**src/rtl/sel_n_1_rr_if.sv**
```systemverilog
// Handshake bundle for the N-to-1 selector: per-channel data/valid/ack upstream,
// a single registered word with valid/ready downstream.
interface sel_n_1_rr_if #(
  parameter int unsigned N  = 4,
  parameter int unsigned W  = 8,
  parameter int unsigned SW = 2
);
  logic [N*W-1:0] din;
  logic [N-1:0]   vld;
  logic [N-1:0]   ack;
  logic           mode;
  logic [SW-1:0]  sel;
  logic [W-1:0]   out;
  logic [SW-1:0]  out_ch;
  logic           out_vld;
  logic           out_rdy;

  modport slave (
    input  din, vld, mode, sel, out_rdy,
    output ack, out, out_ch, out_vld
  );

  modport master (
    output din, vld, mode, sel, out_rdy,
    input  ack, out, out_ch, out_vld
  );
endinterface

```
**src/rtl/sel_n_1_rr.sv**
```systemverilog
// N-to-1 channel selector with fixed (SEL) or round-robin pick into a single
// registered output word; pops the chosen channel with a one-hot ACK.
module sel_n_1_rr #(
  parameter int unsigned N  = 4,
  parameter int unsigned W  = 8,
  parameter int unsigned SW = 2
) (
  input logic           clk,
  input logic           rst_n,
  sel_n_1_rr_if.slave   bus
);

  logic [W-1:0]  out_q, out_d;
  logic [SW-1:0] out_ch_q, out_ch_d;
  logic          out_vld_q, out_vld_d;
  logic [SW-1:0] ptr_q, ptr_d;

  logic          ld;
  logic          cand_vld;
  logic [SW-1:0] cand_idx;
  logic          gnt;
  logic [W-1:0]  cand_data;
  logic [SW:0]   rr_idx;

  // Register can accept a word when empty or being drained this cycle.
  assign ld = !out_vld_q || bus.out_rdy;

  always_comb begin
    cand_vld = 1'b0;
    cand_idx = '0;
    rr_idx   = '0;
    if (!bus.mode) begin
      if (({1'b0, bus.sel} < (SW+1)'(N)) && bus.vld[bus.sel]) begin
        cand_vld = 1'b1;
        cand_idx = bus.sel;
      end
    end else begin
      // Descending offsets: the last hit written is the nearest one at or after ptr.
      for (int i = int'(N) - 1; i >= 0; i--) begin
        rr_idx = {1'b0, ptr_q} + (SW+1)'(i);
        if (rr_idx >= (SW+1)'(N)) begin
          rr_idx = rr_idx - (SW+1)'(N);
        end
        if (bus.vld[rr_idx[SW-1:0]]) begin
          cand_vld = 1'b1;
          cand_idx = rr_idx[SW-1:0];
        end
      end
    end
  end

  // No grant can slip through while reset is held.
  assign gnt = ld && cand_vld && rst_n;

  always_comb begin
    bus.ack   = '0;
    cand_data = '0;
    for (int k = 0; k < int'(N); k++) begin
      if (cand_idx == SW'(k)) begin
        bus.ack[k] = gnt;
        cand_data  = bus.din[k*W +: W];
      end
    end
  end

  always_comb begin
    out_d     = out_q;
    out_ch_d  = out_ch_q;
    out_vld_d = out_vld_q;
    ptr_d     = ptr_q;
    if (gnt) begin
      out_d     = cand_data;
      out_ch_d  = cand_idx;
      out_vld_d = 1'b1;
      if (bus.mode) begin
        ptr_d = (cand_idx == SW'(N - 1)) ? '0 : cand_idx + 1'b1;
      end
    end else if (ld) begin
      out_vld_d = 1'b0;
    end
  end

  always_ff @(posedge clk or negedge rst_n) begin
    if (!rst_n) begin
      out_q     <= '0;
      out_ch_q  <= '0;
      out_vld_q <= 1'b0;
      ptr_q     <= '0;
    end else begin
      out_q     <= out_d;
      out_ch_q  <= out_ch_d;
      out_vld_q <= out_vld_d;
      ptr_q     <= ptr_d;
    end
  end

  assign bus.out     = out_q;
  assign bus.out_ch  = out_ch_q;
  assign bus.out_vld = out_vld_q;

endmodule

```
**src/flat_wrapper.sv**
```systemverilog
// flat-port wrapper written by rule: the top's interface ports become plain ports
module sel_n_1_rr_flat 
#(
  parameter int unsigned N  = 4,
  parameter int unsigned W  = 8,
  parameter int unsigned SW = 2
)
  (clk, rst_n, bus_din, bus_vld, bus_mode, bus_sel, bus_out_rdy, bus_ack, bus_out, bus_out_ch, bus_out_vld);
  sel_n_1_rr_if #(.N(N), .W(W), .SW(SW)) bus_i ();
  input logic clk;
  input logic rst_n;
  input wire logic [$bits(bus_i.din)-1:0] bus_din;
  input wire logic [$bits(bus_i.vld)-1:0] bus_vld;
  input wire logic [$bits(bus_i.mode)-1:0] bus_mode;
  input wire logic [$bits(bus_i.sel)-1:0] bus_sel;
  input wire logic [$bits(bus_i.out_rdy)-1:0] bus_out_rdy;
  output wire logic [$bits(bus_i.ack)-1:0] bus_ack;
  output wire logic [$bits(bus_i.out)-1:0] bus_out;
  output wire logic [$bits(bus_i.out_ch)-1:0] bus_out_ch;
  output wire logic [$bits(bus_i.out_vld)-1:0] bus_out_vld;
  assign bus_i.din = bus_din;
  assign bus_i.vld = bus_vld;
  assign bus_i.mode = bus_mode;
  assign bus_i.sel = bus_sel;
  assign bus_i.out_rdy = bus_out_rdy;
  assign bus_ack = bus_i.ack;
  assign bus_out = bus_i.out;
  assign bus_out_ch = bus_i.out_ch;
  assign bus_out_vld = bus_i.out_vld;
  sel_n_1_rr #(.N(N), .W(W), .SW(SW)) u_core (.clk(clk), .rst_n(rst_n), .bus(bus_i));
endmodule
```
**config.mk**
```make
export PLATFORM = sky130hd
export DESIGN_NAME = sel_n_1_rr_flat
export DESIGN_NICKNAME = d
export VERILOG_FILES = /design/src/rtl/sel_n_1_rr_if.sv /design/src/rtl/sel_n_1_rr.sv /design/src/flat_wrapper.sv
export SDC_FILE = /design/constraint.sdc
export NUM_CORES = 1
export LEC_CHECK = 0
export ABC_AREA = 0
export CORE_MARGIN = 4
export CORE_UTILIZATION = 34
export CTS_BUF_LIST = sky130_fd_sc_hd__clkbuf_16
export DETAILED_ROUTE_END_ITERATION = 10
export PLACE_DENSITY = 0.77
export SYNTH_ARGS = -nofsm -noshare
export SYNTH_HDL_FRONTEND = slang
export SYNTH_SLANG_ARGS = --single-unit
```
**constraint.sdc**
```tcl
create_clock -name clk -period 2.9 [get_ports clk]
set_input_delay 0.58 -clock clk [delete_from_list [all_inputs] [get_ports clk]]
set_output_delay 0.58 -clock clk [all_outputs]
set_load 0.005 [all_outputs]
```
# After elaboration in Yosys (flattened, before gate mapping)
# Cells that the tools add are included.
[totals] reg_bits=13 mem_bits_ro=0 mem_bits_rw=0 latch_bits=0 memories=0 input_bits=42
[classes] n_addsub=8 n_div=0 shifts=0 reduce_logical=7 n_eq_ne=3 n_bitwise=0 multipliers=0 n_mux=41 magnitude_cmp=9
[op_table] cell="2-to-1 mux 8 bit" n=4
[op_table] cell="2-to-1 mux 2 bit" n=15
[op_table] cell="2-to-1 mux 1 bit" n=17
[op_table] cell="less-than comparator 2 x 3 -> 1 bit (second input constant)" n=5
[op_table] cell="binary-select mux 1 bit (select 2 bit)" n=5
[op_table] cell=">= comparator 3 bit (second input constant)" n=3
[op_table] cell="subtractor 2 x 1 -> 2 bit (second input constant)" n=4
[op_table] cell="adder 2 x 2 -> 3 bit (second input constant)" n=2
[op_table] cell="equality test 2 bit (second input constant)" n=2
[op_table] cell="adder 2 x 1 -> 3 bit (second input constant)" n=1
[op_table] cell=">= comparator 2 x 3 -> 1 bit (second input constant)" n=1
[op_table] cell="adder 2 x 1 -> 2 bit (second input constant)" n=1
[op_table] cell="equality test 2 x 1 -> 1 bit (second input constant)" n=1
[op_table] cell="logical AND 1 bit" n=2
[op_table] cell="zero test 2 bit" n=1
[op_table] cell="AND reduction 2 bit" n=1
[op_table] cell="nonzero test 2 bit" n=1
[op_table] cell="zero test 1 bit" n=1
[op_table] cell="logical OR 1 bit" n=1

# Depth between registers and ports, before layout
[depth] ltp_word=16 depth_mapped=12

# Least setup slack after synthesis
# OpenSTA, ideal clock, no wires.
[synth_path] path_type="input port to output port" from="in bus_vld[0]" to="out bus_ack[3]" path_stages=8 arrival_ns=2.249 slack_ns=0.071 required_time_ns=2.320 path_cell_list="buf_2 o41a_1 a32oi_1 inv_1 ha_1 clkbuf_1 clkbuf_1 and2_1"
[synth_lines] element="start: declaration" line="flat_wrapper.sv:13" source="input wire logic [$bits(bus_i.vld)-1:0] bus_vld;"
[synth_lines] element="binary-select mux 1 bit (select 2 bit)" line="sel_n_1_rr.sv:44" source="if (bus.vld[rr_idx[SW-1:0]]) begin"
[synth_lines] element="2-to-1 mux 1 bit (implied by the code)" line="sel_n_1_rr.sv:44"
[synth_lines] element="2-to-1 mux 2 bit (4 in series)" line="sel_n_1_rr.sv:44"
[synth_lines] element="2-to-1 mux 2 bit *" line="sel_n_1_rr.sv:32" source="if (!bus.mode) begin"
[synth_lines] element="named net u_core.cand_idx[0]" line="sel_n_1_rr.sv:20" source="logic [SW-1:0] cand_idx;"
[synth_lines] element="equality test 2 bit *" line="sel_n_1_rr.sv:59" source="if (cand_idx == SW'(k)) begin"
[synth_lines] element="2-to-1 mux 1 bit *" line="sel_n_1_rr.sv:59"
[synth_lines] element="end: declaration" line="flat_wrapper.sv:17" source="output wire logic [$bits(bus_i.ack)-1:0] bus_ack;"
# Mark *: on every way through the listed nets, which the timed path passes. The rest lies on a longest branch. The select of a mux whose other input is x is not followed.

# Worst setup path in the final report
[layout_path] from="in bus_vld[3]" to="out bus_ack[1]"
[layout_lines] element="binary-select mux 1 bit (select 2 bit)" line="sel_n_1_rr.sv:44"
[layout_lines] element="2-to-1 mux 1 bit (implied by the code)" line="sel_n_1_rr.sv:44"
[layout_lines] element="2-to-1 mux 2 bit (4 in series)" line="sel_n_1_rr.sv:44"
[layout_lines] element="2-to-1 mux 2 bit *" line="sel_n_1_rr.sv:32"
[layout_lines] element="named net u_core.cand_idx[0]" line="sel_n_1_rr.sv:20"
[layout_lines] element="equality test 2 x 1 -> 1 bit *" line="sel_n_1_rr.sv:59"
[layout_lines] element="2-to-1 mux 1 bit *" line="sel_n_1_rr.sv:59"
# Marks and branches as above.

==> results.json <==
{
  "final_util": 0.6563,
  "post-route-min-period_ns": 2.833,
  "ir_worst_vdd_uv": 599.0,
  "routedWlPerCell_um": 15.44,
  "cts.clk_slew.worst_paths_ns": 0.04,
  "cts.sinks": 13,
  "yosys.area.top_type": "dfrtp_1",
  "drive_above_1_share": 0.2461,
  "synth_edf_count": 0,
  "crit_path_end_kind": "primary output",
  "syn_inst": 115,
  "crit_slowest_cell": "o41a_1",
  "worst_pin_slew_ns": 0.3563,
  "cp_max_fo": 3,
  "drc": 0,
  "combPwrFrac": 0.498,
  "yosys-top-cells-area": "dfrtp_1, a21oi_1, a221oi_1",
  "p_leak_nw": 0.7536,
  "synth_fp_nets": 161,
  "gp_congestion": 0.9159,
  "switching_share": 0.3212,
  "die_height_um": 61.20,
  "status": "complete, no violations",
  "die_w_um": 61.20,
  "critPathBufInv": 4,
  "clock_latency_ns": 0.24,
  "slowest_delay_ns": 0.45,
  "reg2reg_from": "u_core.ptr_q[1]",
  "cts_hold_buf": 0,
  "start_util": 0.3519,
  "path_class": "in2out",
  "yosys_most_used_dff": "dfrtp_1",
  "yosysUniqueCellTypes": 28,
  "clockBufferDepth": 2,
  "max_freq_mhz": 353.0,
  "seq_area_frac_synth": 0.3381,
  "cp-startpoint": "bus_vld[3]",
  "syn_area_sq_um": 962.2,
  "reg2reg_to": "u_core.bus.out[5]",
  "n_antenna_cell": 0,
  "fin_crit_sh": 0.9767,
  "track_usage": 0.1779,
  "grt_pass1_wl_mm": 4.940,
  "yosysWarnings": 0,
  "powerDensity_nw_per_um2": 615.3,
  "via_count": 1178,
  "clkPwrFrac": 0.231,
  "grt_max_degree": 17,
  "start_kind": "input port",
  "dr.pass1.iters": 4,
  "setup_tns_ns": 0,
  "grt_pass1_vias": 1185,
  "whs_ns": 0.5089,
  "drt_iter0_drc": 72,
  "drtAntennaViolNets": 0,
  "whs_endpoint": "u_core.bus.out_ch[1]",
  "ys_seq_elements": 13,
  "worstPathCellList": "dlygate4sd2_1, o41a_1, a32oi_2, buf_4, inv_2, ha_2, and2_4, clkdlybuf4s15_2",
  "clock-root-buffer": "clkbuf_16",
  "syn_to_final_growth_pct": 86.48,
  "antenna_found_initial": 0,
  "cp_top_family": "compound AO/OA/AOI/OAI gates",
  "hp-start": "u_core.bus.out_ch[1]",
  "synthTopCellsByCount": "a21oi_1, dfrtp_1, nor2_1",
  "cts.htree.levels": 1,
  "whs_path_depth": 1,
  "p_int_w": 0.0007493,
  "syn_avg_cell_area_sq_um": 8.367,
  "grt-ovfl-total": 0,
  "fp-row-count": 19,
  "crit_required_ns": 2.32,
  "setup_violations": 0,
  "maxSlewViolCount": 0,
  "slew_headroom": 0.7593,
  "drv_cap": 0,
  "coreArea_sq_um": 2734,
  "die_area_sq_um": 3745,
  "dp_hpwl_mm": 2.530,
  "seq_power_share": 0.271,
  "synthArstFlopShare": 1.000,
  "p_sw_w": 0.0003546,
  "wirelength_mm": 3.427,
  "r2r_cells": 13,
  "r2r_setup_slack_ns": 0.42,
  "hold_viol": 0,
  "cts_buffers": 3,
  "numPortBuffers": 56,
  "fin_skew_ns": 0.001680,
  "final_nets": 238,
  "yosysMostFrequentCell": "a21oi_1",
  "hold_path.class": "reg2reg",
  "io_pins": 57,
  "crit_arrival_ns": 2.25,
  "synth_top_area_frac": 0.3381,
  "viasPerCell": 5.306,
  "cts_tree": "built"
}
[stage by stage]
step           instances  total power [W]  setup slack [ns]  area, sq um
2_1_floorplan        115        0.0005346           0.07084        962.2
4_1_cts              221         0.001098           0.02742         1794
3_3_place_gp         212        0.0007940           -0.4733         1654
6_report             222         0.001104           0.06745         1794
3_5_place_dp         212        0.0008119           -0.6280         1654
5_1_grt              222         0.001176          -0.01620         1794
[routing by layer]
metal  up-vias  routed length [um]  track usage
met5         -                   0            0
met4         0                  69      0.04954
met3        10                 347      0.05660
met2        60                1658       0.3278
met1       537                1352       0.1941
li1        571                   -            -
[logic make-up (layout without fill, tap and decap cells)]
kind of cell,Yosys count,count (layout),synth area share
AOI/OAI and AO/OA,42,42,0.2848
adders and majority gates,4,4,0.05202
buffers and inverters,11,87,0.05200
DFF,13,13,0.3381
muxes,5,5,0.05721
and+or+nand+nor,40,40,0.2159
[cell usage in the layout, fill, tap and decap left out, types with 3 or more instances in the layout]
cell type         n
clkdlybuf4s50_1  46
clkbuf_16         3
buf_4            22
nor3_1            7
o21ai_0           4
inv_1             4
a221oi_1          7
nor2_1           11
ha_2              4
nand2_1           4
dfrtp_1          13
nor2b_1           7
a21oi_1          22
clkbuf_2          5
and2_1            3
[power by group through the flow]
| stage | clock network, W | registers [W] | logic (W) |
|---|---|---|---|
| 5_1_grt | 0.000269 | 0.000305 | 0.000603 |
| 3_3_place_gp | 0 | 0.000293 | 0.000501 |
| 2_1_floorplan | 0 | 0.000293 | 0.000242 |
| 4_1_cts | 0.000258 | 0.000297 | 0.000542 |
| 6_report | 0.000255 | 0.000299 | 0.000550 |
| 3_5_place_dp | 0 | 0.000298 | 0.000514 |
[worst max-delay path by stage]
stage | endpoint | cells after the start | slack (ns)
3_5_place_dp | u_core.bus.out[5] | 13 | -0.63
5_1_grt | bus_ack[1] | 10 | -0.02
3_3_place_gp | bus_ack[1] | 7 | -0.47
6_report | bus_ack[1] | 8 | 0.07
2_1_floorplan | bus_ack[3] | 8 | 0.07
4_1_cts | bus_ack[3] | 11 | 0.03
[state kept, by name, indices dropped and copies added (netlist names)]
signal,count
u_core.bus.out,8
u_core.bus.out_ch,2
u_core.bus.out_vld,1
u_core.ptr_q,2
[area by class of cell]
type / count / area, sq um
clock buffer: 3 / 75.07
clock inverter: 1 / 3.754
fill: 235 / 939.7
inverter: 4 / 15.01
multi-input combinational: 91 / 625.6
sequential: 13 / 325.3
tap: 31 / 38.79
timing repair buffer: 79 / 710.7
[what timing repair did]
action,in CTS,in global routing
resized for setup,27,13
pin swaps,4,3
endpoints found under the hold margin,0,0
setup endpoints to repair,11,11
buffers inserted,5,1
Note: power is estimated with default switching activity, not from simulation.
